--- src/rtl/vote_collector_if.sv ---
// Handshake and result bundle between a vote source and the vote_collector.
// The collector is the slave; the vote source / result consumer is the master.
interface vote_collector_if;
  logic       start;
  logic       vote_valid;
  logic [1:0] vote_id;
  logic       vote_val;
  logic       vote_ready;
  logic [3:0] ballot;
  logic [2:0] tally;
  logic       done;
  logic       busy;
  logic       dup_err;
  logic       timed_out;

  modport master (
    output start, vote_valid, vote_id, vote_val,
    input  vote_ready, ballot, tally, done, busy, dup_err, timed_out
  );

  modport slave (
    input  start, vote_valid, vote_id, vote_val,
    output vote_ready, ballot, tally, done, busy, dup_err, timed_out
  );
endinterface

--- src/rtl/vote_collector.sv ---
// Poll sequencer for the 4-input voter: collects one vote per voter, flags
// duplicates and timeouts, and reports the ballot with its one-count tally.
module vote_collector #(
  parameter int unsigned TIMEOUT = 15
) (
  input  logic             clk,
  input  logic             rst_n,
  vote_collector_if.slave  vc
);

  localparam logic [1:0] S_IDLE    = 2'd0;
  localparam logic [1:0] S_COLLECT = 2'd1;
  localparam logic [1:0] S_RESULT  = 2'd2;
  localparam logic [7:0] TIMER_LAST = 8'(TIMEOUT - 1);

  logic [1:0] r_state, w_state_nxt;
  logic [3:0] r_mask, w_mask_nxt;
  logic [3:0] r_ballot, w_ballot_nxt;
  logic [7:0] r_timer, w_timer_nxt;
  logic       r_dup, w_dup_nxt;
  logic       r_to, w_to_nxt;
  logic       w_accept;
  logic [2:0] r_tally;
  logic       r_done, r_busy, r_ready;

  function automatic logic [2:0] popcount4(input logic [3:0] v);
    return {2'b00, v[0]} + {2'b00, v[1]} + {2'b00, v[2]} + {2'b00, v[3]};
  endfunction

  always_comb begin
    w_state_nxt  = r_state;
    w_mask_nxt   = r_mask;
    w_ballot_nxt = r_ballot;
    w_timer_nxt  = r_timer;
    w_dup_nxt    = r_dup;
    w_to_nxt     = r_to;
    w_accept     = 1'b0;
    case (r_state)
      S_IDLE: begin
        if (vc.start) begin
          w_state_nxt  = S_COLLECT;
          w_mask_nxt   = 4'b0000;
          w_ballot_nxt = 4'b0000;
          w_timer_nxt  = 8'd0;
          w_dup_nxt    = 1'b0;
          w_to_nxt     = 1'b0;
        end
      end
      S_COLLECT: begin
        w_timer_nxt = r_timer + 8'd1;
        w_accept    = vc.vote_valid & r_ready;
        if (w_accept) begin
          if (r_mask[vc.vote_id]) begin
            w_dup_nxt = 1'b1;
          end else begin
            w_ballot_nxt[vc.vote_id] = vc.vote_val;
            w_mask_nxt[vc.vote_id]   = 1'b1;
          end
        end
        // A 4th vote landing on the expiry cycle wins over the timeout.
        if (w_mask_nxt == 4'b1111) begin
          w_state_nxt = S_RESULT;
        end else if (r_timer == TIMER_LAST) begin
          w_state_nxt = S_RESULT;
          w_to_nxt    = 1'b1;
        end
      end
      S_RESULT: w_state_nxt = S_IDLE;
      default:  w_state_nxt = S_IDLE;
    endcase
  end

  // Outputs are registered from next-state decodes so nothing reaches a port
  // combinationally from the inputs.
  always_ff @(posedge clk) begin
    if (!rst_n) begin
      r_state  <= S_IDLE;
      r_mask   <= 4'b0000;
      r_ballot <= 4'b0000;
      r_timer  <= 8'd0;
      r_dup    <= 1'b0;
      r_to     <= 1'b0;
      r_tally  <= 3'd0;
      r_done   <= 1'b0;
      r_busy   <= 1'b0;
      r_ready  <= 1'b0;
    end else begin
      r_state  <= w_state_nxt;
      r_mask   <= w_mask_nxt;
      r_ballot <= w_ballot_nxt;
      r_timer  <= w_timer_nxt;
      r_dup    <= w_dup_nxt;
      r_to     <= w_to_nxt;
      r_tally  <= popcount4(w_ballot_nxt);
      r_done   <= (w_state_nxt == S_RESULT);
      r_busy   <= (w_state_nxt != S_IDLE);
      r_ready  <= (w_state_nxt == S_COLLECT);
    end
  end

  assign vc.ballot     = r_ballot;
  assign vc.tally      = r_tally;
  assign vc.done       = r_done;
  assign vc.busy       = r_busy;
  assign vc.vote_ready = r_ready;
  assign vc.dup_err    = r_dup;
  assign vc.timed_out  = r_to;

endmodule

--- src/flat_wrapper.sv ---
// flat-port wrapper written by rule: the top's interface ports become plain ports
module vote_collector_flat 
#(
  parameter int unsigned TIMEOUT = 15
)
  (clk, rst_n, vc_start, vc_vote_valid, vc_vote_id, vc_vote_val, vc_vote_ready, vc_ballot, vc_tally, vc_done, vc_busy, vc_dup_err, vc_timed_out);
  vote_collector_if vc_i ();
  input  logic clk;
  input  logic rst_n;
  input wire logic [$bits(vc_i.start)-1:0] vc_start;
  input wire logic [$bits(vc_i.vote_valid)-1:0] vc_vote_valid;
  input wire logic [$bits(vc_i.vote_id)-1:0] vc_vote_id;
  input wire logic [$bits(vc_i.vote_val)-1:0] vc_vote_val;
  output wire logic [$bits(vc_i.vote_ready)-1:0] vc_vote_ready;
  output wire logic [$bits(vc_i.ballot)-1:0] vc_ballot;
  output wire logic [$bits(vc_i.tally)-1:0] vc_tally;
  output wire logic [$bits(vc_i.done)-1:0] vc_done;
  output wire logic [$bits(vc_i.busy)-1:0] vc_busy;
  output wire logic [$bits(vc_i.dup_err)-1:0] vc_dup_err;
  output wire logic [$bits(vc_i.timed_out)-1:0] vc_timed_out;
  assign vc_i.start = vc_start;
  assign vc_i.vote_valid = vc_vote_valid;
  assign vc_i.vote_id = vc_vote_id;
  assign vc_i.vote_val = vc_vote_val;
  assign vc_vote_ready = vc_i.vote_ready;
  assign vc_ballot = vc_i.ballot;
  assign vc_tally = vc_i.tally;
  assign vc_done = vc_i.done;
  assign vc_busy = vc_i.busy;
  assign vc_dup_err = vc_i.dup_err;
  assign vc_timed_out = vc_i.timed_out;
  vote_collector #(.TIMEOUT(TIMEOUT)) u_core (.clk(clk), .rst_n(rst_n), .vc(vc_i));
endmodule
--- config.mk ---
export PLATFORM = sky130hd
export DESIGN_NAME = vote_collector_flat
export DESIGN_NICKNAME = d
export VERILOG_FILES = /design/src/rtl/vote_collector_if.sv /design/src/rtl/vote_collector.sv /design/src/flat_wrapper.sv
export SDC_FILE = /design/constraint.sdc
export NUM_CORES = 1
export LEC_CHECK = 0
export CORE_MARGIN = 3
export CORE_UTILIZATION = 56
export DETAILED_ROUTE_END_ITERATION = 10
export HOLD_SLACK_MARGIN = 0.06
export PLACE_DENSITY = 0.83
export SLEW_MARGIN = 20
export SYNTH_ARGS = -nofsm -noshare
export SYNTH_HDL_FRONTEND = slang
export SYNTH_SLANG_ARGS = --single-unit
--- constraint.sdc ---
create_clock -name clk -period 5.3 [get_ports clk]
set_input_delay 0.53 -clock clk [delete_from_list [all_inputs] [get_ports clk]]
set_output_delay 0.53 -clock clk [all_outputs]
set_load 0.01 [all_outputs]
* Word-level counts from Yosys, hierarchy flattened *
Cells that the tools add are included.

word-level totals
  bits in registers = 26
  input port bits = 7
  output and inout bits = 12
  word-level logic and storage cells = 62

operators by class
  add/subtract/negate cells = 4
  order comparisons = 2
  equal/unequal tests = 10
  multiplexer cells = 27
  bitwise operators = 2
  reductions and logical operators = 7

operators by type and width
  cell                                                                           count
  4-bit 2-to-1 mux                                                               7
  4-bit case mux with 2 select lines                                             2
  8-bit case mux with 2 select lines                                             1
  8-bit by 1-bit adder with 8-bit output (second input constant)                 1
  8-bit by 4-bit == test with 1-bit output (second input constant)               1
  8-bit 2-to-1 mux                                                               1
  4-bit AND reduction                                                            2
  1-bit 2-to-1 mux                                                               7
  3-bit by 1-bit adder with 3-bit output                                         2
  2-bit 2-to-1 mux                                                               3
  2-bit by 1-bit inequality test with 1-bit output (second input constant)       3
  4-bit bitwise mux                                                              1
  2-bit by 1-bit == test with 1-bit output (second input constant)               2
  4-bit == test (second input constant)                                          1
  2-bit inequality test (second input constant)                                  2
  4-bit bitwise OR                                                               1
  1-bit case mux with 2 select lines                                             2
  2-bit case mux with 2 select lines                                             1
  2-bit nonzero test                                                             2
  2-bit by 3-bit less-than comparator with 1-bit output (second input constant)  1
  1-bit by 1-bit adder with 2-bit output                                         1
  1-bit binary-select mux with 2-bit select                                      1
  1-bit demux with 2-bit select                                                  1
  2-bit == test (second input constant)                                          1
  other kinds (5)                                                                5

* Longest topological paths before layout *
  word-level depth = 12
  depth in mapped cells = 9
  gate-level depth less buffers = 9

* Worst setup path after synthesis *
Ideal clock, no wire load.

  path kind = input port to flip-flop
  start point = in vc_vote_id[0]
  end point = reg u_core.r_tally[1] (netlist: u_core.vc.tally[1])
  setup time = 0.115 ns
  data arrival time = 2.386 ns
  required time = 5.185 ns
  path slack = 2.799 ns
  stages on the path = 9
  buffers on the path = 0
  path through = nand3b_1 > or4_4 > mux2i_2 > ha_1 > inv_1 > fa_1 > inv_1 > ha_1 > and2_1

on the way
  longest elaborated chain between the ends = 11
  elaborated cells between the ends (all ways) = 14
  classes of those cells = add/sub (3); order compare (2); mux (8); reduce/logical (1)

ends and longest elaborated chain
  what                                                                                                                                                  RTL line              source
  start: declaration                                                                                                                                    flat_wrapper.sv:12    input wire logic [$bits(vc_i.vote_id)-1:0] vc_vote_id;
  2-bit by 3-bit less-than comparator with 1-bit output (not written as such) / 2-bit by 1-bit >= comparator with 1-bit output (equally long branches)  vote_collector.sv:56  w_ballot_nxt[vc.vote_id] = vc.vote_val;
  1-bit logical AND (not written as such)                                                                                                               vote_collector.sv:56
  1-bit 2-to-1 mux (not written as such)                                                                                                                vote_collector.sv:56
  1-bit demux with 2-bit select                                                                                                                         --
  4-bit bitwise mux                                                                                                                                     vote_collector.sv:56
  4-bit 2-to-1 mux (*)                                                                                                                                  vote_collector.sv:53  if (r_mask[vc.vote_id]) begin
  4-bit 2-to-1 mux (*)                                                                                                                                  vote_collector.sv:52  if (w_accept) begin
  4-bit case mux with 2 select lines (*)                                                                                                                vote_collector.sv:38  case (r_state)
  named net u_core.w_ballot_nxt[0]                                                                                                                      vote_collector.sv:18  logic [3:0] r_ballot, w_ballot_nxt;
  1-bit by 1-bit adder with 2-bit output (*)                                                                                                            vote_collector.sv:27  return {2'b00, v[0]} + {2'b00, v[1]} + {2'b00, v[2]} + {2'b00, v[3]};
  3-bit by 1-bit adder with 3-bit output (*) (2 in series)                                                                                              vote_collector.sv:27
  end signal: assignment                                                                                                                                vote_collector.sv:94  r_tally <= popcount4(w_ballot_nxt);
  end: declaration                                                                                                                                      vote_collector.sv:23  logic [2:0] r_tally;

The timed path passes the listed nets; every way through them passes the cells marked *. The select of a mux whose other input is x is not followed.
A chain may end at the register's enable or synchronous reset.

* Worst setup path after layout *
Same ends and word-level chain as after synthesis.

==> impl_metrics.json <==
{
  "cts_setup_buffers": 0,
  "cp-start-kind": "input port",
  "cts_tree": "done",
  "fin_crit_sh": 0.529,
  "yosys.area.top_type": "dfxtp_1",
  "ir_drop_mv": 0.168,
  "h-tree-depth": 1,
  "fin_skew_ns": 0.00507,
  "grt_overflow": 0,
  "placedCellCount": 170,
  "drt_iter0_markers": 17,
  "final_common_cell": "dfxtp_1",
  "syn_area_um2": 1210,
  "worstHoldPathCells": 2,
  "vias_per_cell": 5.58,
  "synth-xor-area-share": 0,
  "cp_top_family": "adder cells",
  "worstPathArrival_ns": 3.02,
  "grt_setup_unrepaired": "false",
  "final_net_count": 160,
  "portBuffers": 18,
  "yosys_warnings": 0,
  "detail_route.first_pass.iterations": 4,
  "drc": 0,
  "seqCellArea_um2": 520,
  "hold_start": "u_core.vc.dup_err",
  "cp_max_fo": 6,
  "worst_slew_pin_slew_ns": 0.435,
  "slowest_stage": "clkdlybuf4s50_1",
  "end_kind": "register",
  "fin_util": 0.714,
  "die_w_um": 52.4,
  "clock_latency_ns": 0.31,
  "hold_path_end": "u_core.vc.dup_err",
  "cellPowerDensity_nw_per_um2": 228,
  "root_buffer": "clkbuf_4",
  "clkSinkCount": 26,
  "worst-r2r-cell-count": 9,
  "r2r_setup_slack_ns": 2.80,
  "cpPeakStageDelay_ns": 0.49,
  "worstHoldPathType": "register to register",
  "synth_cell_type_count": 38,
  "criticalPathCategory": "input port to register",
  "gp_congestion": 0.810,
  "mostFrequentLayoutCells": "dfxtp_1 (26), clkdlybuf4s50_1 (18), nor2_1 (14), nand2_1 (13), inv_1 (8)",
  "wl_per_cell_um": 14.0,
  "tns_ns": 0,
  "synth_top_area_share": 0.432,
  "synth_seq_cells": 26,
  "syn_inst": 128,
  "rows": 16,
  "synth.area.top_cells": "dfxtp_1 (43%), mux2_2 (5.6%), nor2_1 (4.4%)",
  "io_pins": 19,
  "synth_top_family_by_area": "simple AND/OR/NAND/NOR gates",
  "cts.repair.resized": 0,
  "slew_violations": 0,
  "outcome": "completed",
  "path_cells": "clkdlybuf4s50_1 -> nand3b_1 -> or4_4 -> mux2i_2 -> ha_1 -> inv_1 -> fa_1 -> inv_1 -> ha_1 -> and2_1",
  "drive_gt1_frac": 0.151,
  "final.fill_count": 160,
  "synthMuxAreaShare": 0.0944,
  "hold_viol_final": 0,
  "multi_input_area_um2": 643,
  "cts_buffers": 3,
  "syn_nets": 140,
  "n_antenna_cell": 0,
  "synth-compound-area-share": 0.108,
  "antenna_found_initial": 0,
  "rr_endpoint": "u_core.vc.tally[1]",
  "grt_max_degree": 15,
  "post-dp-hpwl_um": 1800,
  "relSlewSlack": 0.710,
  "track_usage": 0.195,
  "grt_pass1_wl_um": 3860,
  "dr_total_vias": 965,
  "synthSimpleGateAreaFrac": 0.273,
  "stdcell_count": 173,
  "setup_violations": 0,
  "cts_buffer_depth": 2,
  "cts_hold_buf": 0,
  "grt_pass1_vias": 841,
  "coreArea_um2": 2000,
  "fmax_ghz": 0.357,
  "power.leakage_uw": 0.000538,
  "ant_nets": 0,
  "avgSynthCellArea_um2": 9.42,
  "crit_buf_inv": 3,
  "start_util": 0.603,
  "syn_to_final_growth_pct": 18.6,
  "die-area_um2": 2750,
  "fp.dieH_um": 52.4,
  "clk_pin_slew_ns": 0.13,
  "synth_fa_ha_area_frac": 0.0581,
  "ys_seq_area_frac": 0.432,
  "drv_cap": 0,
  "r2r_start": "u_core.r_state[0]",
  "finalCriticalPeriod_ns": 2.80,
  "critPathRequiredTime_ns": 5.52,
  "wirelength_um": 2430
}
where the power goes:
part	internal [uW]	leakage [uW]	switching (uW)	total, uW
Sequential	201	0.000211	5.78	206
Clock	26.6	0.0000138	54.3	80.9
Combinational	18.0	0.000314	20.2	38.2
Total	245	0.000538	80.3	326
cells by family after synthesis:
| kind of cell | count (synthesis) |
|---|---|
| DFF | 26 |
| muxes | 9 |
| adders and majority gates | 5 |
| and+or+nand+nor | 59 |
| buffers and inverters | 11 |
| AOI/OAI and AO/OA | 18 |
worst reg2reg max path, delay by kind of cell, from the launching register on:
family,cells,cell delay (ns)
simple gates,3,0.76
fa+ha+maj,3,0.89
buf+inv,2,0.11
mux,1,0.18
flops,1,0.47
worst max path at each step:
stage,startpoint,endpoint,slack (ns),cells past startpoint
after floorplan,vc_vote_id[0],u_core.vc.tally[1],2.80,9
after global placement,vc_vote_valid,u_core.vc.tally[1],2.17,10
after detailed placement,vc_vote_valid,u_core.vc.tally[1],2.17,10
after CTS,vc_vote_valid,u_core.vc.tally[1],2.51,10
after global routing,vc_vote_valid,u_core.vc.tally[1],2.38,10
final,vc_vote_id[0],u_core.vc.tally[1],2.50,10
cell type report:
class | count | area share
Multi-Input combinational cell | 91 | 0.450
Sequential cell | 26 | 0.364
Timing Repair Buffer | 18 | 0.126
Tap cell | 27 | 0.0236
Inverter | 8 | 0.0210
Clock buffer | 3 | 0.0157
state kept, by name (all words and copies together) (netlist names), 2 cells and up:
register,flops
u_core.r_timer,8
u_core.r_mask,4
u_core.vc.ballot,4
u_core.vc.tally,3
u_core.r_state,2
cell usage after synthesis:
cell type / count
a211oi_1: 1
o22ai_1: 2
and2_1: 5
inv_1: 8
and4b_1: 1
and3_1: 3
nor4_1: 1
a41oi_1: 1
and4b_2: 1
nor2_1: 14
nor4bb_1: 1
clkbuf_1: 2
or3b_2: 1
or4_4: 2
dfxtp_1: 26
o21ai_0: 2
a22oi_1: 1
nand2b_4: 1
nand4_1: 2
o21ba_2: 3
o31ai_1: 1
and2b_2: 1
mux2i_2: 1
ha_1: 4
fa_1: 1
a21oi_1: 4
a31oi_1: 1
nand3_1: 5
o211a_1: 1
nand3b_1: 3
mux4_2: 1
buf_2: 1
nand2_1: 13
mux2_2: 6
or2_2: 1
o22a_2: 1
mux2i_1: 1
nor3_1: 4
metrics by stage:
stage / hold WS (ns) / worst slack [ns] / instance area [um^2] / power, uW
finish: 0.492 / 2.50 / 1430 / 326
global route: 0.523 / 2.38 / 1430 / 337
CTS: 0.500 / 2.51 / 1430 / 328
detailed placement: 0.471 / 2.17 / 1410 / 249
global placement: 0.455 / 2.17 / 1410 / 248
floorplan: 0.445 / 2.80 / 1210 / 232
routing by layer:
metal	vias up	global-route usage	wire (um)
met2	24	0.304	1120
li1	488	-	-
met1	449	0.259	1170
met3	4	0.0285	91
met4	0	0.102	50
met5	-	0	0
(Power assumes the default switching activity.)
